`config.mk`:
```
export PLATFORM = sky130hd
export DESIGN_NAME = ir_command_decoder_flat
export DESIGN_NICKNAME = d
export VERILOG_FILES = /design/src/rtl/ir_command_decoder_pkg.sv /design/src/rtl/ir_command_decoder_if.sv /design/src/rtl/ir_command_decoder_hold_timer.sv /design/src/rtl/ir_command_decoder.sv /design/src/flat_wrapper.sv
export SDC_FILE = /design/constraint.sdc
export NUM_CORES = 1
export LEC_CHECK = 0
export BUFFER_PORTS_ARGS = -buffer_cell sky130_fd_sc_hd__buf_2
export CORE_MARGIN = 5
export CORE_UTILIZATION = 55
export DETAILED_ROUTE_END_ITERATION = 6
export GPL_ROUTABILITY_DRIVEN = 1
export MAX_ROUTING_LAYER = met4
export PLACE_DENSITY = 0.8
export SYNTH_ARGS = -nofsm -noshare
export SYNTH_HDL_FRONTEND = slang
export SYNTH_SLANG_ARGS = --single-unit
```
`constraint.sdc`:
```
create_clock -name clk -period 3.97 [get_ports clk]
set_input_delay 0.5955 -clock clk [delete_from_list [all_inputs] [get_ports clk]]
set_output_delay 0.5955 -clock clk [all_outputs]
set_load 0.02 [all_outputs]
```
`src/rtl/ir_command_decoder_pkg.sv`:
```
// Shared IR command definitions: NEC key codes, one-hot drive bit indices and the
// key-to-command mapping, also used by the motor controller.
package ir_command_decoder_pkg;

  localparam logic [7:0] KEY_SPEED_UP   = 8'h1A;
  localparam logic [7:0] KEY_CMD1       = 8'h02;
  localparam logic [7:0] KEY_CMD3       = 8'h04;
  localparam logic [7:0] KEY_CMD4       = 8'h05;
  localparam logic [7:0] KEY_CMD5       = 8'h06;
  localparam logic [7:0] KEY_SPEED_DOWN = 8'h1E;
  localparam logic [7:0] KEY_CMD7       = 8'h08;

  // Bit 2 is reserved and never driven.
  localparam int unsigned BIT_SPEED_UP   = 0;
  localparam int unsigned BIT_CMD1       = 1;
  localparam int unsigned BIT_CMD3       = 3;
  localparam int unsigned BIT_CMD4       = 4;
  localparam int unsigned BIT_CMD5       = 5;
  localparam int unsigned BIT_SPEED_DOWN = 6;
  localparam int unsigned BIT_CMD7       = 7;

  typedef enum logic {
    IDLE   = 1'b0,
    ACTIVE = 1'b1
  } state_t;

  function automatic logic [7:0] key_to_onehot(input logic [7:0] key);
    logic [7:0] oh;
    oh = '0;
    case (key)
      KEY_SPEED_UP:   oh[BIT_SPEED_UP]   = 1'b1;
      KEY_CMD1:       oh[BIT_CMD1]       = 1'b1;
      KEY_CMD3:       oh[BIT_CMD3]       = 1'b1;
      KEY_CMD4:       oh[BIT_CMD4]       = 1'b1;
      KEY_CMD5:       oh[BIT_CMD5]       = 1'b1;
      KEY_SPEED_DOWN: oh[BIT_SPEED_DOWN] = 1'b1;
      KEY_CMD7:       oh[BIT_CMD7]       = 1'b1;
      default:        oh = '0;
    endcase
    return oh;
  endfunction

endpackage

```
`src/rtl/ir_command_decoder_if.sv`:
```
// Frame input / command output bundle between the IR receiver side and the decoder.
interface ir_command_decoder_if;
  import ir_command_decoder_pkg::*;

  logic        frame_valid;
  logic [31:0] frame_data;
  logic [7:0]  cmd_onehot;
  logic        cmd_valid;
  logic        cmd_active;
  logic        frame_error;
  logic [7:0]  err_count;

  modport master (
    output frame_valid, frame_data,
    input  cmd_onehot, cmd_valid, cmd_active, frame_error, err_count
  );

  modport slave (
    input  frame_valid, frame_data,
    output cmd_onehot, cmd_valid, cmd_active, frame_error, err_count
  );

endinterface

```
`src/rtl/ir_command_decoder_hold_timer.sv`:
```
// Hold-time down-counter: load wins over decrement, and it stops at zero.
module ir_command_decoder_hold_timer #(
  parameter int unsigned W = 8
) (
  input  logic         clk,
  input  logic         rst,
  input  logic         load_i,
  input  logic [W-1:0] load_val_i,
  input  logic         dec_i,
  output logic         zero_o
);

  logic [W-1:0] cnt_q;

  always_ff @(posedge clk) begin
    if (rst) begin
      cnt_q <= '0;
    end else if (load_i) begin
      cnt_q <= load_val_i;
    end else if (dec_i && (cnt_q != '0)) begin
      cnt_q <= cnt_q - 1'b1;
    end
  end

  assign zero_o = (cnt_q == '0);

endmodule

```
`src/rtl/ir_command_decoder.sv`:
```
// Validates decoded NEC frames and turns them into a held one-hot drive command,
// released when repeat frames stop arriving for HOLD_CYCLES clocks.
module ir_command_decoder
  import ir_command_decoder_pkg::*;
#(
  parameter int unsigned HOLD_CYCLES = 7_500_000,
  parameter bit          ADDR_CHECK  = 1'b0,
  parameter logic [15:0] ADDR_VALUE  = 16'h0000
) (
  input  logic                 clk,
  input  logic                 rst,
  ir_command_decoder_if.slave  bus
);

  localparam int unsigned     TW        = (HOLD_CYCLES > 1) ? $clog2(HOLD_CYCLES) : 1;
  localparam logic [TW-1:0]   HOLD_LOAD = TW'(HOLD_CYCLES - 1);

  logic       strobe_q;
  logic       ok_q;
  logic [7:0] key_q;

  state_t     state_q;
  logic [7:0] cmd_q;
  logic       cmd_valid_q;
  logic       cmd_active_q;
  logic       frame_error_q;
  logic [7:0] err_count_q;

  logic       frame_ok;
  logic [7:0] oh;
  logic       mapped;
  logic       timer_load;
  logic       timer_dec;
  logic       timer_zero;
  logic       ok_d;

  always_comb begin
    ok_d = (bus.frame_data[31:24] == ~bus.frame_data[23:16]) &&
           (!ADDR_CHECK || (bus.frame_data[15:0] == ADDR_VALUE));
  end

  always_ff @(posedge clk) begin
    if (rst) begin
      strobe_q <= 1'b0;
      ok_q     <= 1'b0;
      key_q    <= '0;
    end else begin
      strobe_q <= bus.frame_valid;
      if (bus.frame_valid) begin
        ok_q  <= ok_d;
        key_q <= bus.frame_data[23:16];
      end
    end
  end

  // A rejected frame counts as "no frame" for the hold timer, so it cannot block a release.
  always_comb begin
    oh         = key_to_onehot(key_q);
    mapped     = (oh != '0);
    frame_ok   = strobe_q && ok_q;
    timer_load = frame_ok && mapped;
    timer_dec  = (state_q == ACTIVE) && !frame_ok && !timer_zero;
  end

  ir_command_decoder_hold_timer #(.W(TW)) u_hold_timer (
    .clk        (clk),
    .rst        (rst),
    .load_i     (timer_load),
    .load_val_i (HOLD_LOAD),
    .dec_i      (timer_dec),
    .zero_o     (timer_zero)
  );

  always_ff @(posedge clk) begin
    if (rst) begin
      state_q       <= IDLE;
      cmd_q         <= '0;
      cmd_valid_q   <= 1'b0;
      cmd_active_q  <= 1'b0;
      frame_error_q <= 1'b0;
      err_count_q   <= '0;
    end else begin
      cmd_valid_q   <= 1'b0;
      frame_error_q <= 1'b0;
      if (strobe_q && !ok_q) begin
        frame_error_q <= 1'b1;
        if (err_count_q != 8'hFF) err_count_q <= err_count_q + 8'd1;
      end
      case (state_q)
        IDLE: begin
          if (frame_ok && mapped) begin
            state_q      <= ACTIVE;
            cmd_q        <= oh;
            cmd_valid_q  <= 1'b1;
            cmd_active_q <= 1'b1;
          end
        end
        ACTIVE: begin
          if (frame_ok) begin
            if (!mapped) begin
              state_q      <= IDLE;
              cmd_q        <= '0;
              cmd_active_q <= 1'b0;
            end else if (oh != cmd_q) begin
              cmd_q       <= oh;
              cmd_valid_q <= 1'b1;
            end
          end else if (timer_zero) begin
            state_q      <= IDLE;
            cmd_q        <= '0;
            cmd_active_q <= 1'b0;
          end
        end
        default: begin
          state_q      <= IDLE;
          cmd_q        <= '0;
          cmd_active_q <= 1'b0;
        end
      endcase
    end
  end

  assign bus.cmd_onehot  = cmd_q;
  assign bus.cmd_valid   = cmd_valid_q;
  assign bus.cmd_active  = cmd_active_q;
  assign bus.frame_error = frame_error_q;
  assign bus.err_count   = err_count_q;

endmodule
```
`src/flat_wrapper.sv`:
```
// flat-port wrapper written by rule: the top's interface ports become plain ports
module ir_command_decoder_flat import ir_command_decoder_pkg::*;
#(
  parameter int unsigned HOLD_CYCLES = 7_500_000,
  parameter bit          ADDR_CHECK  = 1'b0,
  parameter logic [15:0] ADDR_VALUE  = 16'h0000
)
  (clk, rst, bus_frame_valid, bus_frame_data, bus_cmd_onehot, bus_cmd_valid, bus_cmd_active, bus_frame_error, bus_err_count);
  ir_command_decoder_if bus_i ();
  input  logic clk;
  input  logic rst;
  input wire logic [$bits(bus_i.frame_valid)-1:0] bus_frame_valid;
  input wire logic [$bits(bus_i.frame_data)-1:0] bus_frame_data;
  output wire logic [$bits(bus_i.cmd_onehot)-1:0] bus_cmd_onehot;
  output wire logic [$bits(bus_i.cmd_valid)-1:0] bus_cmd_valid;
  output wire logic [$bits(bus_i.cmd_active)-1:0] bus_cmd_active;
  output wire logic [$bits(bus_i.frame_error)-1:0] bus_frame_error;
  output wire logic [$bits(bus_i.err_count)-1:0] bus_err_count;
  assign bus_i.frame_valid = bus_frame_valid;
  assign bus_i.frame_data = bus_frame_data;
  assign bus_cmd_onehot = bus_i.cmd_onehot;
  assign bus_cmd_valid = bus_i.cmd_valid;
  assign bus_cmd_active = bus_i.cmd_active;
  assign bus_frame_error = bus_i.frame_error;
  assign bus_err_count = bus_i.err_count;
  ir_command_decoder #(.HOLD_CYCLES(HOLD_CYCLES), .ADDR_CHECK(ADDR_CHECK), .ADDR_VALUE(ADDR_VALUE)) u_core (.clk(clk), .rst(rst), .bus(bus_i));
endmodule
```
==> summary.md, run 1 <==
| Metric | Value |
|---|---|
| Pwr Density | 333 nW/um^2 |
| Worst vdd ir | 0.000171 V |
| Clock slew at reported path FFs | 0.10 ns |
| Hold crit path type | flip-flop to flip-flop |
| Setup violators final | 0 |
| Clock share of power | 36.8% |
| Seq cells post-synth | 52 |
| Routed WL | 5.16 mm |
| Die Ht | 79.2 um |
| Post-synth EDFFs | 0 |
| Synth Flop Type | dfxtp_1 |
| Sequential-to-total area share from yosys stat | 39.6% |
| Combinational power share | 7.6% |
| Pre-CTS setup slack | 1.33 ns |
| Initial antenna violation count | 0 |
| Placed insts | 371 |
| Placer congestion estimate | 0.816 |
| Post-DRT Antenna Nets | 0 |
| Final worst slack | 1.30 ns |
| Yosys cell types | 52 |
| Kind of critical path | flip-flop to flip-flop |
| Sequential share of power | 55.6% |
| # diodes | 0 |
| Sw frac | 23.2% |
| Switch Pwr | 0.226 mW |
| Row count | 25 |
| Share of cells above drive strength 1 | 16.9% |
| Post-Syn Instances | 295 |
| Ranking of synthesized cells by area | dfxtp_1 (40%), xnor2_1 (7.0%), mux2i_1 (5.7%) |
| DP Area | 2820 sq um |
| Critical R2R Capture | u_core.bus.cmd_onehot[3]$_SDFFE_PP0P_ |
| Max cap viols | 0 |
| Post-synth top area share | 39.6% |
| CP required | 4.17 ns |
| Total CTS buffers | 5 |
| DIE WIDTH | 79.2 um |
| Synth Cell Area | 2630 sq um |
| Min Tclk post-route | 2.67 ns |
| Asr flop ratio synth | 0% |
| Global route overflow | 0 |
| Most instantiated cells after synthesis | dfxtp_1 (52), nor2_1 (38), xnor2_1 (21), nand2_1 (16) |
| Fill cells | 395 |
| Top-Level Pins | 54 |
| Wire per inst | 13.6 um |
| CTS Buffer Depth | 2 |
| Hold buffer count at cts | 0 |
| Leak Pwr | 1.13 nW |
| Worst path arrival time | 2.86 ns |
| Initial DRC count | 94 |
| Worst hold start | u_core.bus.cmd_active$_SDFFE_PP0P_ |
| GRT Overall Usage | 18.5% |
| Initial core utilization | 56.1% |
| Most frequent cell after synthesis | dfxtp_1 |
| Vias in the first global route | 2,143 |
| Mapped Nets | 333 |
| Flop2flop setup slack | 1.30 ns |
| Via count | 2,153 |
| Buf+Inv Stages, Crit Path | 0 |
| Largest stage delay, worst path | 0.57 ns |
| Crit share post-route | 67.2% |
| Fmax achieved | 375 MHz |
| R2R Path Start | u_core.key_q[2]$_SDFFE_PP0P_ |
| Worst Tran Pin Value | 0.758 ns |
| Final Max Tran Viols | 0 |
| CP Capture Type | flip-flop |
| Post-CTS Setup Bufs | 0 |
| Power consumption | 0.975 mW |
| Worst hold margin | 0.504 ns |
| DR pass1 iterations | 4 |
| CTS tree | done |
| Pint | 0.749 mW |
| Unrepaired setup endpoints after global routing | no |
| DR DRC count | 0 |
| Core area | 4690 sq um |
| Port Buffers | 36 |
| Critical path fanouts, max | 13 |
| Outcome | complete, no violations |
| Max_slew headroom | 49.5% |
| Vias/cell | 5.68 |
| Cell accounting for the most synthesized area | dfxtp_1 |
| Critical-path top delay cell | dfxtp_1 |
| Final design utilization | 62.4% |
| Syn avg cell area | 8.92 sq um |
| Worst reg2reg path depth | 5 |
| Die area | 6260 sq um |
| Post-route cell area | 2930 sq um |
| Final HPWL DP | 3.62 mm |
| Synthesis warning total | 0 |
| Skew final | 0.0114 ns |
| Root buf cell | clkbuf_8 |
| CP Launch Type | flip-flop |
| H-Tree Depth | 2 |
| Clock insertion delay at the later pin of the skew report | 0.31 ns |
| Final Net Count | 362 |
| Non-Filler Instances | 379 |
| Crit-path cells | or4b_4 > a2111oi_4 > nor2_2 > a211oi_4 > mux2_4 |
| Layout area overhead | 11.4% |
| Final setup TNS | 0 ns |
| Final hold vios | 0 |
| Post-CTS sizing | 0 |
| First-pass GRT wire length | 9.23 mm |
| Critical path's top delay family | compound AO/OA/AOI/OAI gates |
| Min-Delay Endpoint | u_core.bus.cmd_active$_SDFFE_PP0P_ |
| Clk sinks | 52 |
| Largest net degree at the start of global routing | 47 |
| Hold depth | 2 |
## kinds of logic (layout without fill, tap and decap cells)
family | count (synthesis) | in the layout | synth area share, %
AO/OA/AOI/OAI | 36 | 36 | 10.2
XOR/XNOR | 34 | 34 | 11.3
adder cells (fa/ha/maj) | 3 | 3 | 1.43
buffers and inverters | 17 | 47 | 2.71
flip-flops | 52 | 52 | 39.6
multiplexers | 16 | 16 | 6.28
other | 1 | 1 | 0.143
AND/OR/NAND/NOR | 136 | 136 | 28.4
## worst max path at each step
stage / start / to / slack, ns / depth (start not counted)
finish: u_core.key_q[2]$_SDFFE_PP0P_ / u_core.bus.cmd_onehot[3]$_SDFFE_PP0P_ / 1.30 / 5
global route: u_core.key_q[2]$_SDFFE_PP0P_ / u_core.bus.cmd_onehot[3]$_SDFFE_PP0P_ / 1.19 / 5
CTS: u_core.key_q[2]$_SDFFE_PP0P_ / u_core.bus.cmd_onehot[3]$_SDFFE_PP0P_ / 1.29 / 5
detailed placement: u_core.key_q[2]$_SDFFE_PP0P_ / u_core.bus.cmd_onehot[3]$_SDFFE_PP0P_ / 1.33 / 5
global placement: u_core.key_q[2]$_SDFFE_PP0P_ / u_core.bus.cmd_onehot[3]$_SDFFE_PP0P_ / 1.38 / 5
floorplan: u_core.key_q[3]$_SDFFE_PP0P_ / u_core.bus.cmd_onehot[3]$_SDFFE_PP0P_ / 1.65 / 5
## registers in the layout (all words and copies together), names as in the netlist
signal and flops:
u_core.bus.cmd_onehot 7, u_core.bus.err_count 8, u_core.ok_q 1, u_core.bus.cmd_active 1
u_core.state_q 1, u_core.bus.frame_error 1, u_core.bus.cmd_valid 1, u_core.key_q 8
u_core.u_hold_timer.cnt_q 23, u_core.strobe_q 1
## power by group through the flow
| stage | clock network [mW] | registers [mW] | logic, mW |
|---|---|---|---|
| after floorplan | 0 | 0.547 | 0.0587 |
| after global placement | 0 | 0.553 | 0.0733 |
| after detailed placement | 0 | 0.554 | 0.0748 |
| after CTS | 0.364 | 0.542 | 0.0750 |
| after global routing | 0.386 | 0.544 | 0.0825 |
| final | 0.359 | 0.542 | 0.0743 |
## layout make-up
class / instances / area [sq um] / share of cell area [%]
Sequential cell: 52 / 1040 / 35.5
Clock buffer: 6 / 72.6 / 2.48
Tap cell: 54 / 67.6 / 2.31
Inverter: 2 / 7.51 / 0.256
Clock inverter: 2 / 35.0 / 1.20
Multi-Input combinational cell: 226 / 1520 / 51.8
Timing Repair Buffer: 37 / 188 / 6.41
## worst reg2reg max path: cells and delay by family (launching register included)
kind / cells / cell delay [ns]
muxes: 1 / 0.34
DFF: 1 / 0.57
and+or+nand+nor: 2 / 0.66
AOI/OAI and AO/OA: 2 / 0.99
## placed cells by master, fill, tap and decap left out, drive strengths merged, types with 3 or more instances in the layout
cell | netlist | routed
nand3b | 3 | 3
nor4b | 4 | 4
clkbuf | 8 | 6
a21oi | 15 | 15
nand2b | 9 | 9
nand4 | 3 | 3
buf | 7 | 37
nor3 | 15 | 15
dfxtp | 52 | 52
xnor2 | 21 | 21
nor4 | 6 | 6
or2 | 3 | 3
o21ai | 3 | 3
nand3 | 12 | 12
or3 | 7 | 7
or4 | 4 | 4
xor2 | 13 | 13
mux2i | 15 | 15
ha | 3 | 3
nor2 | 39 | 39
nand2 | 16 | 16
a211oi | 3 | 3
nand4b | 3 | 3
## metal layers
layer | share of wire, % | GRT usage (%) | vias to the layer above
li1 | - | - | 1103
met1 | 46 | 21.0 | 998
met2 | 49 | 32.6 | 45
met3 | 4.2 | 4.31 | 7
met4 | 0.85 | 5.15 | 0
met5 | 0 | - | -
No activity file was read; power rests on OpenSTA's default activity.
==> run 2: changes to the inputs <==
--- a/config.mk
+++ b/config.mk
@@ -7,11 +7,11 @@
 export LEC_CHECK = 0
 export BUFFER_PORTS_ARGS = -buffer_cell sky130_fd_sc_hd__buf_2
 export CORE_MARGIN = 5
-export CORE_UTILIZATION = 55
+export CORE_UTILIZATION = 54
 export DETAILED_ROUTE_END_ITERATION = 6
 export GPL_ROUTABILITY_DRIVEN = 1
 export MAX_ROUTING_LAYER = met4
-export PLACE_DENSITY = 0.8
+export PLACE_DENSITY = 0.79
 export SYNTH_ARGS = -nofsm -noshare
 export SYNTH_HDL_FRONTEND = slang
 export SYNTH_SLANG_ARGS = --single-unit
==> constraint.sdc (replaced) <==
create_clock -name clk -period 2.55 [get_ports clk]
set_input_delay 0.3825 -clock clk [delete_from_list [all_inputs] [get_ports clk]]
set_output_delay 0.3825 -clock clk [all_outputs]
set_load 0.02 [all_outputs]
==> run 2 against run 1 <==
  * Wire length is 3.7% higher
  * Count of clock-buffer cells in the layout shrank 1
  * Clock skew about the same
  * Via count grew 3.2%
  * Final cell count up 6.3%
  * Total power up 68%
  * Core utilization grew 2.4 points
  * Maximum frequency increased by 12%
  * Non-clock buffer count up 11
  * Critical path depth up 1
  * Worst hold slack worse by 0.17 ns
==> summary.md, run 2 (synthesis gave the netlist of run 1 again) <==
| Metric | Value |
|---|---|
| Outcome | complete, no violations |
| Top-Level Pins | 54 (unchanged) |
| Core area | 4720 sq um (+0.67%) |
| Largest register FFs | 23 (unchanged) |
| Pre-CTS setup slack | 0.0758 ns (-1.25 ns) |
| Final hold vios | 0 (unchanged) |
| Global route overflow | 0 (unchanged) |
| DR DRC count | 0 (unchanged) |
| Crit share post-route | 93.7% (+26 points) |
| Pwr Density | 535 nW/um^2 (+61%) |
| Leak Pwr | 1.21 nW (+6.2%) |
| Worst Tran Pin Value | 0.785 ns (+0.0268 ns) |
| Wire per inst | 13.3 um (-2.5%) |
| Min-Delay Endpoint | u_core.key_q[1]$_SDFFE_PP0P_ |
| Initial core utilization | 55.7% (-0.37 points) |
| Crit-path cells | or4b_4 > or4_1 > o311ai_1 > and4_4 > a211oi_4 > mux2_4 |
| Total CTS buffers | 5 (unchanged) |
| Critical R2R Capture | u_core.bus.cmd_onehot[3]$_SDFFE_PP0P_ |
| Hold crit path type | input port to flip-flop |
| Final setup TNS | 0 ns (unchanged) |
| Initial antenna violation count | 0 (unchanged) |
| Largest net degree at the start of global routing | 47 (unchanged) |
| Kind of critical path | flip-flop to flip-flop |
| Non-Filler Instances | 403 (+6.3%) |
| Hold depth | 3 (+1) |
| Unrepaired setup endpoints after global routing | no |
| Via count | 2,222 (+3.2%) |
| Clock slew at reported path FFs | 0.10 ns (about the same) |
| Critical path fanouts, max | 7 (-6) |
| Max cap viols | 0 (unchanged) |
| Power consumption | 1.64 mW (+68%) |
| DIE WIDTH | 79.8 um (+0.81%) |
| Post-DRT Antenna Nets | 0 (unchanged) |
| Final Max Tran Viols | 0 (unchanged) |
| Final Net Count | 373 (+3.0%) |
| Share of cells above drive strength 1 | 20.2% (+3.3 points) |
| # diodes | 0 (unchanged) |
| Flop2flop setup slack | 0.16 ns (-1.14 ns) |
| CP Capture Type | flip-flop |
| Placed insts | 395 (+6.5%) |
| Vias in the first global route | 2,235 (+4.3%) |
| Worst vdd ir | 0.000444 V (+160%) |
| Most frequent cells in the layout | dfxtp_1 (52), nor2_1 (38), buf_2 (36) |
| Final worst slack | 0.162 ns (-1.14 ns) |
| Initial DRC count | 109 (+16%) |
| Final HPWL DP | 3.80 mm (+4.9%) |
| Commonest non-fill, non-tap cell in the layout | dfxtp_1 |
| Routed WL | 5.35 mm (+3.7%) |
| Clock insertion delay at the later pin of the skew report | 0.30 ns (about the same) |
| Placer congestion estimate | 0.833 (+2.1%) |
| Final design utilization | 64.9% (+2.4 points) |
| Fmax achieved | 419 MHz (+12%) |
| Row count | 25 (unchanged) |
| H-Tree Depth | 2 (unchanged) |
| GRT Overall Usage | 18.8% (+0.30 points) |
| Clk sinks | 52 (unchanged) |
| Worst hold start | bus_frame_data[17] |
| Reg with most FFs | u_core.u_hold_timer.cnt_q |
| Min Tclk post-route | 2.39 ns (-0.279 ns) |
| Critical path's top delay family | simple AND/OR/NAND/NOR gates |
| Critical-path top delay cell | or4b_4 |
| Hold buffer count at cts | 0 (unchanged) |
| Layout area overhead | 16.5% |
| CTS tree | done |
| Setup violators final | 0 (unchanged) |
| First-pass GRT wire length | 9.55 mm (+3.5%) |
| CP Launch Type | flip-flop |
| Buf+Inv Stages, Crit Path | 0 (unchanged) |
| R2R Path Start | u_core.key_q[3]$_SDFFE_PP0P_ |
| DR pass1 iterations | 4 (unchanged) |
| Root buf cell | clkbuf_8 |
| Skew final | 0.0119 ns (+0.000488 ns) |
| Die Ht | 79.8 um (+0.81%) |
| Crit. Startpoint | u_core.key_q[3]$_SDFFE_PP0P_ |
| Worst path arrival time | 2.58 ns (-0.28 ns) |
| Vias/cell | 5.51 (-2.9%) |
| Max_slew headroom | 47.7% (-1.8 points) |
| CP required | 2.74 ns (-1.43 ns) |
| Port Buffers | 36 (unchanged) |
| Worst reg2reg path depth | 6 (+1) |
| Largest stage delay, worst path | 0.58 ns (about the same) |
| Die area | 6370 sq um (+1.6%) |
| CTS Buffer Depth | 2 (unchanged) |
-- run 2: area by class of cell --
cell class / instances / area [sq um]
inverters: 2 / 7.51
well taps: 67 / 83.8
clock buffers: 5 / 68.8
multi-input cells: 226 / 1520
flip-flops and latches: 52 / 1040
fillers: 386 / 1660
clock inverters: 3 / 68.8
repair buffers: 48 / 270
-- run 2: what timing repair did --
| item | 4_1_cts | 5_1_grt |
|---|---|---|
| gates resized for setup | 0 | 1 |
| setup buffers | 0 | 0 |
| setup endpoints to repair | 0 | 5 |
-- run 2: metrics by stage --
| step | cell area, sq um | hold slack [ns] |
|---|---|---|
| after floorplan | 2630 | 0.461 |
| after global placement | 2920 | 0.476 |
| after detailed placement | 2920 | 0.480 |
| after CTS | 3060 | 0.326 |
| after global routing | 3060 | 0.344 |
| final | 3060 | 0.330 |
-- run 2: power breakdown --
part	internal [mW]	switching [mW]	leakage (nW)
registers	0.823	0.00870	0.421
clock network	0.395	0.273	0.0687
logic	0.0599	0.0798	0.716
-- run 2: worst max-delay path by stage --
stage                                                       end  slack, ns  cells past startpoint
after floorplan           u_core.bus.cmd_onehot[3]$_SDFFE_PP0P_       0.23                      5
after global placement    u_core.bus.cmd_onehot[3]$_SDFFE_PP0P_       0.13                      5
after detailed placement  u_core.bus.cmd_onehot[3]$_SDFFE_PP0P_       0.08                      5
after CTS                 u_core.bus.cmd_onehot[3]$_SDFFE_PP0P_       0.05                      5
after global routing      u_core.bus.cmd_onehot[3]$_SDFFE_PP0P_       0.04                      5
final                     u_core.bus.cmd_onehot[3]$_SDFFE_PP0P_       0.16                      6
-- run 2: tightest hold or removal path, cell delays in order --
cell,delay (ns)
buf_2,0.09
mux2i_1,0.06
nor2_1,0.07
-- run 2: metal layers --
| layer | wire length (um) | part of all wire (%) | track usage (%) |
|---|---|---|---|
| met1 | 2550 | 48 | 22.6 |
| met2 | 2530 | 47 | 31.7 |
| met3 | 199 | 3.7 | 3.72 |
| met4 | 70 | 1.3 | 6.08 |
| met5 | 0 | 0 | - |
